[config.mk]
export PLATFORM = sky130hd
export DESIGN_NAME = sw_pe_cfg
export DESIGN_NICKNAME = d
export VERILOG_FILES = /design/src/rtl/sw_pe_cfg.sv
export SDC_FILE = /design/constraint.sdc
export NUM_CORES = 1
export LEC_CHECK = 0
export BUFFER_PORTS_ARGS = -buffer_cell sky130_fd_sc_hd__buf_2
export CORE_MARGIN = 8
export CORE_UTILIZATION = 40
export CTS_CLUSTER_SIZE = 8
export DETAILED_ROUTE_END_ITERATION = 12
export GPL_TIMING_DRIVEN = 0
export HOLD_SLACK_MARGIN = 0.05
export SETUP_SLACK_MARGIN = 0.3
export SLEW_MARGIN = 20
export SYNTH_ARGS = -nofsm -noshare
export SYNTH_HDL_FRONTEND = slang
export SYNTH_SLANG_ARGS = --single-unit
[constraint.sdc]
create_clock -name clk -period 11.5 [get_ports clk]
set_clock_uncertainty 0.15 [all_clocks]
set_input_delay 0 -clock clk [delete_from_list [all_inputs] [get_ports clk]]
set_output_delay 0 -clock clk [all_outputs]
set_load 0.02 [all_outputs]
[src/rtl/sw_pe_cfg.sv]
`default_nettype none
// ============================================================================
// Module   : sw_pe_cfg
// Purpose  : One query-symbol cell of a Smith-Waterman systolic array with
//            affine gaps. Scoring constants arrive on runtime ports, every
//            add saturates, and all score compares are signed.
//            Optional feature macro: SW_PE_MAX_TRACK_EN. When it is defined,
//            the cell also records the best V seen this pass and the
//            active-cycle index where it occurred. When it is undefined,
//            max_out and max_pos_out are tied to 0.
// Ports    : clk, rst (sync, active-high), stall (freeze all state)
//            cfg_match/cfg_mismatch/cfg_gap_open/cfg_gap_ext : signed scores
//            V_in, F_in, T_in, S_in, store_S_in, init_in     : upstream chain
//            init_V, init_E                                  : inactive loads
//            V_out, E_out, F_out, T_out, S_out,
//            store_S_out, init_out                           : downstream chain
//            max_out, max_pos_out                            : pass best score
// Revision : 1.0  initial release
// ============================================================================
module sw_pe_cfg #(
  parameter int WIDTH = 12,
  parameter int SYM_W = 2,
  parameter int POS_W = 16
) (
  input  logic                    clk,
  input  logic                    rst,
  input  logic                    stall,
  input  logic signed [WIDTH-1:0] cfg_match,
  input  logic signed [WIDTH-1:0] cfg_mismatch,
  input  logic signed [WIDTH-1:0] cfg_gap_open,
  input  logic signed [WIDTH-1:0] cfg_gap_ext,
  input  logic signed [WIDTH-1:0] V_in,
  input  logic signed [WIDTH-1:0] F_in,
  input  logic        [SYM_W-1:0] T_in,
  input  logic        [SYM_W-1:0] S_in,
  input  logic                    store_S_in,
  input  logic                    init_in,
  input  logic signed [WIDTH-1:0] init_V,
  input  logic signed [WIDTH-1:0] init_E,
  output logic signed [WIDTH-1:0] V_out,
  output logic signed [WIDTH-1:0] E_out,
  output logic signed [WIDTH-1:0] F_out,
  output logic        [SYM_W-1:0] T_out,
  output logic        [SYM_W-1:0] S_out,
  output logic                    store_S_out,
  output logic                    init_out,
  output logic signed [WIDTH-1:0] max_out,
  output logic        [POS_W-1:0] max_pos_out
);

  localparam logic signed [WIDTH-1:0] C_SCORE_MAX = {1'b0, {(WIDTH-1){1'b1}}};
  localparam logic signed [WIDTH-1:0] C_SCORE_MIN = {1'b1, {(WIDTH-1){1'b0}}};

  // Sum in WIDTH+1 bits; the two top bits disagree only on overflow, and the
  // top bit then gives the true sign, so it selects the clamp direction.
  function automatic logic signed [WIDTH-1:0] sat_add(
    input logic signed [WIDTH-1:0] a,
    input logic signed [WIDTH-1:0] b
  );
    logic signed [WIDTH:0] s;
    s = {a[WIDTH-1], a} + {b[WIDTH-1], b};
    if (s[WIDTH] != s[WIDTH-1])
      sat_add = s[WIDTH] ? C_SCORE_MIN : C_SCORE_MAX;
    else
      sat_add = s[WIDTH-1:0];
  endfunction

  function automatic logic signed [WIDTH-1:0] smax(
    input logic signed [WIDTH-1:0] a,
    input logic signed [WIDTH-1:0] b
  );
    smax = (a > b) ? a : b;
  endfunction

  logic signed [WIDTH-1:0] r_v, r_e, r_f, r_v_diag;
  logic        [SYM_W-1:0] r_t, r_s;
  logic                    r_store_s, r_init;

  logic signed [WIDTH-1:0] w_new_e, w_new_f, w_m, w_new_v;

  always_comb begin
    w_new_e = smax(sat_add(r_v, cfg_gap_open), sat_add(r_e, cfg_gap_ext));
    w_new_f = smax(sat_add(V_in, cfg_gap_open), sat_add(F_in, cfg_gap_ext));
    w_m     = sat_add(r_v_diag, (r_s == T_in) ? cfg_match : cfg_mismatch);
    // Local alignment: the score floors at zero.
    w_new_v = smax(smax('0, w_new_e), smax(w_new_f, w_m));
  end

  always_ff @(posedge clk) begin
    if (rst) begin
      r_v       <= '0;
      r_e       <= '0;
      r_f       <= '0;
      r_v_diag  <= '0;
      r_t       <= '0;
      r_s       <= '0;
      r_store_s <= 1'b0;
      r_init    <= 1'b0;
    end else if (!stall) begin
      r_t       <= T_in;
      r_init    <= init_in;
      r_store_s <= store_S_in;
      r_v_diag  <= V_in;
      if (store_S_in)
        r_s <= S_in;
      if (init_in) begin
        r_v <= w_new_v;
        r_e <= w_new_e;
        r_f <= w_new_f;
      end else begin
        // While inactive the controller preloads V/E; F keeps its value.
        r_v <= init_V;
        r_e <= init_E;
      end
    end
  end

  assign V_out       = r_v;
  assign E_out       = r_e;
  assign F_out       = r_f;
  assign T_out       = r_t;
  assign S_out       = r_s;
  assign store_S_out = r_store_s;
  assign init_out    = r_init;

`ifdef SW_PE_MAX_TRACK_EN
  typedef enum logic {IDLE = 1'b0, ACTIVE = 1'b1} state_t;

  state_t                  r_state;
  logic        [POS_W-1:0] r_pos, r_max_pos;
  logic signed [WIDTH-1:0] r_max;

  // r_state mirrors the registered init: ACTIVE for every cycle after the
  // first active cycle of a pass.
  always_ff @(posedge clk) begin
    if (rst) begin
      r_state   <= IDLE;
      r_pos     <= '0;
      r_max     <= '0;
      r_max_pos <= '0;
    end else if (!stall) begin
      case (r_state)
        IDLE: begin
          if (init_in) begin
            r_state   <= ACTIVE;
            r_pos     <= '0;
            r_max     <= w_new_v;
            r_max_pos <= '0;
          end
        end
        ACTIVE: begin
          if (init_in) begin
            r_pos <= r_pos + 1'b1;
            // Strict compare keeps the earliest position on ties.
            if (w_new_v > r_max) begin
              r_max     <= w_new_v;
              r_max_pos <= r_pos + 1'b1;
            end
          end else begin
            r_state <= IDLE;
          end
        end
        default: r_state <= IDLE;
      endcase
    end
  end

  assign max_out     = r_max;
  assign max_pos_out = r_max_pos;
`else
  assign max_out     = '0;
  assign max_pos_out = '0;
`endif

endmodule
`default_nettype wire

==> flow_metrics.tcl, run 1 <==
set metrics [dict create \
    cts_resized 0 \
    yosysSeqAreaShare_pct 13.4 \
    synth_seq_cells 54 \
    rsz0062_at_grt "no" \
    start_util_pct 40.3 \
    postCtsSetupBuffers 0 \
    drive_gt1_share_pct 18.5 \
    min-delay-path-class "in2reg" \
    syn-instance-count 1057 \
    slew_viol_final 0 \
    grt_overflow 0 \
    grt_antenna_before_repair 0 \
    grt_first_pass_wirelength_um 43000 \
    async_flop_share_pct 0 \
    worstSetupEndpointType "flip-flop" \
    cts-buffers-inserted 5 \
    yosys_warnings 0 \
    seq_area_um2 1080 \
    die_y_um 158 \
    synth-main-ff-cell "dfxtp_1" \
    crit_arrival_ns 10.16 \
    grt_usage_pct 21.9 \
    synth_top_area_cell "ha_1" \
    ant_nets 0 \
    wl_per_cell_um 18.3 \
    hpwl_um 23600 \
    io_buffers 144 \
    die_w_um 158 \
    status "complete, no violations" \
    viasPerCell 5.49 \
    ir_drop_uv 167 \
    synth.top_cell.area_share_pct 18.0 \
    clk_latency_ns 0.30 \
    gp_congestion 0.956 \
    drt_iter0_markers 468 \
    clock-sinks 54 \
    row_count 52 \
    fillerInstances 2055 \
    critPathMaxStageDelay_ns 0.57 \
    critPathSlowestCell "a2111oi_1" \
    netlist_top_cells_count "116 x ha_1, 89 x nor2_1, 82 x a21oi_1, 75 x inv_1, 73 x nand2_1" \
    cts_tree "yes" \
    ys_top_cells_by_area "ha_1 18%, dfxtp_1 13%, a21oi_1 5.1%" \
    leakagePower_nw 4.68 \
    first_pass_iters 5 \
    cap_violations 0 \
    synthesis.area_um2 8090 \
    max_freq_mhz 98.9 \
    nets 1503 \
    num_antenna_cells 0 \
    clockRootBuffer "clkbuf_16" \
    crit_required_ns 11.55 \
    vias 8503 \
    multiInputGateArea_um2 6450 \
    worst-slew-pin-transition_ns 0.795 \
    synth_edf_count 0 \
    syn_to_final_growth_pct 21.3 \
    total_power_mw 2.69 \
    start_kind "input pin" \
    pwr_density_cell_nw_per_um2 274 \
    holdBufCountCts 41 \
    crit_top_cell "ha_1" \
    synth_area_per_cell_um2 7.65 \
    drc 0 \
    grt_max_degree 16 \
    fin_tns_setup_ns 0 \
    setup_violations 0 \
    ys_types 81 \
    dieArea_um2 25000 \
    cts.clk_slew.worst_paths_ns 0.08 \
    post-route-min-period_ns 10.11 \
    num_io_pins 175 \
    clockBufferDepth 2 \
    hold_violations 0 \
    htree_levels 2 \
    wirelength_um 28300 \
    grt_pass1_vias 8073 \
    synth.most_common_cell "ha_1" \
    critPathKind "in2reg" \
    cp_max_fo 10 \
    min_period_over_period_pct 87.9 \
    slew_headroom_pct 46.8 \
    core_area_um2 20000 \
]
-- worst paths after layout --
path	startpoint	to	slack, ns	cells past startpoint
setup / recovery	cfg_gap_ext[1]	V_out[8]	1.39	41
hold / removal	init_V[7]	V_out[7]	0.10	4
setup reg to reg	S_out[1]	V_out[8]	2.41	32
hold reg to reg	F_out[11]	F_out[11]	0.30	2
-- through the flow --
step | hold slack, ns | instances | cell area [µm²] | worst slack [ns] | utilization, %
floorplan | -0.00606 | 1085 | 8190 | 3.10 | -
global placement | 0.0986 | 1499 | 9250 | 1.18 | 46.2
detailed placement | 0.107 | 1499 | 9250 | 1.21 | 46.2
CTS | 0.118 | 1548 | 9810 | 1.49 | 48.9
global route | 0.142 | 1548 | 9810 | 0.525 | 48.9
finish | 0.102 | 1548 | 9810 | 1.39 | 48.9
-- cell type report --
cell class / count / share of cell area [%]
Buffer: 65 / 3.81
Clock buffer: 7 / 1.45
Clock inverter: 1 / 0.0510
Inverter: 76 / 2.91
Multi-Input combinational cell: 890 / 65.8
Sequential cell: 54 / 11.0
Tap cell: 270 / 3.44
Timing Repair Buffer: 185 / 11.5
-- metal layers --
metal  vias up  track usage (%)  routed length [µm]  share of wire [%]
met5         -                0                   0                  0
met4         0             8.89                1190                4.2
met3        58             3.96                1920                6.8
met2       310             35.7               12600                 44
met1      3848             28.1               12600                 45
li1       4287                -                   -                  -
-- logic make-up after synthesis --
family	Yosys count	share of synthesized area [%]
AO/OA/AOI/OAI	341	29.5
AND/OR/NAND/NOR	304	18.2
buffers and inverters	141	8.16
adder cells (fa/ha/maj)	124	19.6
multiplexers	55	7.15
flip-flops	54	13.4
XOR/XNOR	37	4.01
other	1	0.0464
-- sequential cells by signal, summed over array words and instances (netlist names) --
signal and flops:
T_out 2, S_out 2, V_out 12, r_v_diag 12, F_out 12, store_S_out 1
E_out 12, init_out 1
-- where the power goes --
part,switching [mW],internal (mW)
Clock,0.0747,0.0868
Sequential,0.0421,0.226
Combinational,1.36,0.891
Total,1.48,1.20
-- cells in the final DEF (no fill, tap or decap), drive strengths merged, types with 12 or more instances in the layout --
cell,n
a211oi,21
a21o,24
a21oi,83
a221oi,12
buf,181
clkbuf,35
conb,29
dfxtp,54
dlygate4sd3,41
ha,116
inv,75
mux2,22
mux2i,33
nand2,73
nand2b,13
nand3,23
nor2,90
nor2b,22
nor3,25
o211ai,26
o21a,29
o21ai,66
xnor2,24
xor2,13
-- critical path: cells and delay by family --
kind,cells,cell delay (ns)
AO/OA/AOI/OAI,19,4.83
XOR/XNOR,1,0.16
adder cells (fa/ha/maj),5,1.38
multiplexers,2,0.68
buffers and inverters,8,2.08
AND/OR/NAND/NOR,6,1.00
Note: power is estimated with default switching activity, not from simulation.
==> run 2: changes to the inputs <==
- CORE_ASPECT_RATIO: default -> 0.8
==> flow_metrics.tcl, run 2 (same netlist as run 1, synthesis figures left out) <==
set metrics [dict create \
    seqPwrFrac_pct 9.7 \
    viasPerCell 5.59 \
    rr_worst_depth 33 \
    wl_per_cell_um 19.3 \
    io_buffers 144 \
    p_comb_share_pct 84.2 \
    die_w_um 175 \
    crit_top_cell "ha_1" \
    first_pass_iters 5 \
    p_switching_mw 1.53 \
    hold_violations 0 \
    critPathMaxStageDelay_ns 0.62 \
    multiInputGateArea_um2 6450 \
    grt_usage_pct 22.9 \
    rrSetupSlack_ns 2.01 \
    cts_tree "yes" \
    wirelength_um 29800 \
    drc 0 \
    fin_tns_setup_ns 0 \
    min-delay-path-class "in2reg" \
    layout_setup_ws_ns 1.17 \
    post-route-min-period_ns 10.33 \
    core_area_um2 19800 \
    ir_drop_uv 203 \
    hpwl_um 25100 \
    netSwitchingFraction_pct 56.0 \
    r2r_end "V_out[8]" \
    num_io_pins 175 \
    slew_headroom_pct 42.4 \
    final_common_cell "buf_2" \
    grt_antenna_before_repair 0 \
    pre_cts_slack_ns 1.04 \
    status "complete, no violations" \
    grt_max_degree 16 \
    seq_area_um2 1080 \
    worstSetupEndpointType "flip-flop" \
    die_y_um 143 \
    min_period_over_period_pct 89.8 \
    gp_congestion 0.985 \
    start_util_pct 40.8 \
    rr_startpoint "S_out[0]" \
    crit_arrival_ns 10.40 \
    start_kind "input pin" \
    max_freq_mhz 96.8 \
    dieArea_um2 25000 \
    power.internal_mw 1.20 \
    cts.clk_slew.worst_paths_ns 0.08 \
    drive_gt1_share_pct 18.4 \
    crit_required_ns 11.57 \
    cts-buffers-inserted 5 \
    row_count 46 \
    cap_violations 0 \
    nets 1505 \
    ant_nets 0 \
    syn_to_final_growth_pct 21.4 \
    critPathKind "in2reg" \
    fillerInstances 2024 \
    crit_end "V_out[8]" \
    clockBufferDepth 2 \
    rsz0062_at_grt "no" \
    startpoint "cfg_gap_ext[1]" \
    grt_first_pass_wirelength_um 45200 \
    setup_violations 0 \
    leakagePower_nw 4.68 \
    layout_common_cells "148 x buf_2, 116 x ha_1, 89 x nor2_1" \
    cp_max_fo 10 \
    critPathSlowestCell "a2111oi_1" \
    clk_latency_ns 0.31 \
    drt_iter0_markers 748 \
    slew_viol_final 0 \
    grt_overflow 0 \
    worst-slew-pin-transition_ns 0.861 \
    htree_levels 2 \
    grt_pass1_vias 8001 \
    pwr-share-clk_pct 6.1 \
    vias 8631 \
    clockRootBuffer "clkbuf_16" \
    clock-sinks 54 \
    pwr_density_cell_nw_per_um2 278 \
    num_antenna_cells 0 \
]
[run 2: power groups by stage]
stage	registers, mW	logic (mW)	clock network (mW)
global route	0.269	2.54	0.177
finish	0.265	2.30	0.165
detailed placement	0.268	2.22	0
floorplan	0.298	1.59	0
CTS	0.264	2.25	0.169
global placement	0.269	2.21	0
[run 2: repair_timing]
| action | CTS | global route |
|---|---|---|
| setup buffers | 0 | 0 |
| hold endpoints to repair | 40 | 0 |
| hold buffers | 43 | 0 |
| resized for setup | 0 | 0 |
[run 2: layout make-up]
cell class / instances / area share, %
Clock buffer: 7 / 1.45
Tap cell: 264 / 3.36
Sequential cell: 54 / 11.0
Timing Repair Buffer: 187 / 11.7
Buffer: 65 / 3.81
Inverter: 76 / 2.91
Multi-Input combinational cell: 890 / 65.7
Clock inverter: 1 / 0.0510
[run 2: worst max-delay path: cells and delay by family]
kind	cells	cell delay, ns
AO/OA/AOI/OAI	19	5.07
buffers and inverters	8	2.06
adder cells (fa/ha/maj)	5	1.37
AND/OR/NAND/NOR	6	1.01
multiplexers	2	0.72
XOR/XNOR	1	0.16
[run 2: metrics by stage]
step	hold slack, ns	total power [mW]	area, µm²	util, %	cells
floorplan	-0.00606	1.89	8190	-	1085
global placement	0.0840	2.48	9240	46.7	1493
detailed placement	0.0945	2.49	9240	46.7	1493
CTS	0.0880	2.68	9820	49.6	1544
global route	0.136	2.98	9820	49.6	1544
finish	0.0987	2.73	9820	49.6	1544
[run 2: how the worst min path moves through the flow]
stage | end | slack [ns] | from | depth (start not counted)
after global routing | V_out[7] | 0.14 | init_V[7] | 4
final | V_out[7] | 0.1 | init_V[7] | 4
after detailed placement | S_out[1] | 0.09 | S_in[1] | 3
after CTS | V_out[7] | 0.09 | init_V[7] | 4
after floorplan | T_out[0] | -0.006 | T_in[0] | 2
after global placement | S_out[1] | 0.08 | S_in[1] | 3
[run 2: per-layer routing]
layer	share of wire (%)	track usage, %
met1	48	33.0
met2	43	34.6
met3	8.4	4.80
met4	1.0	3.70
met5	0	0
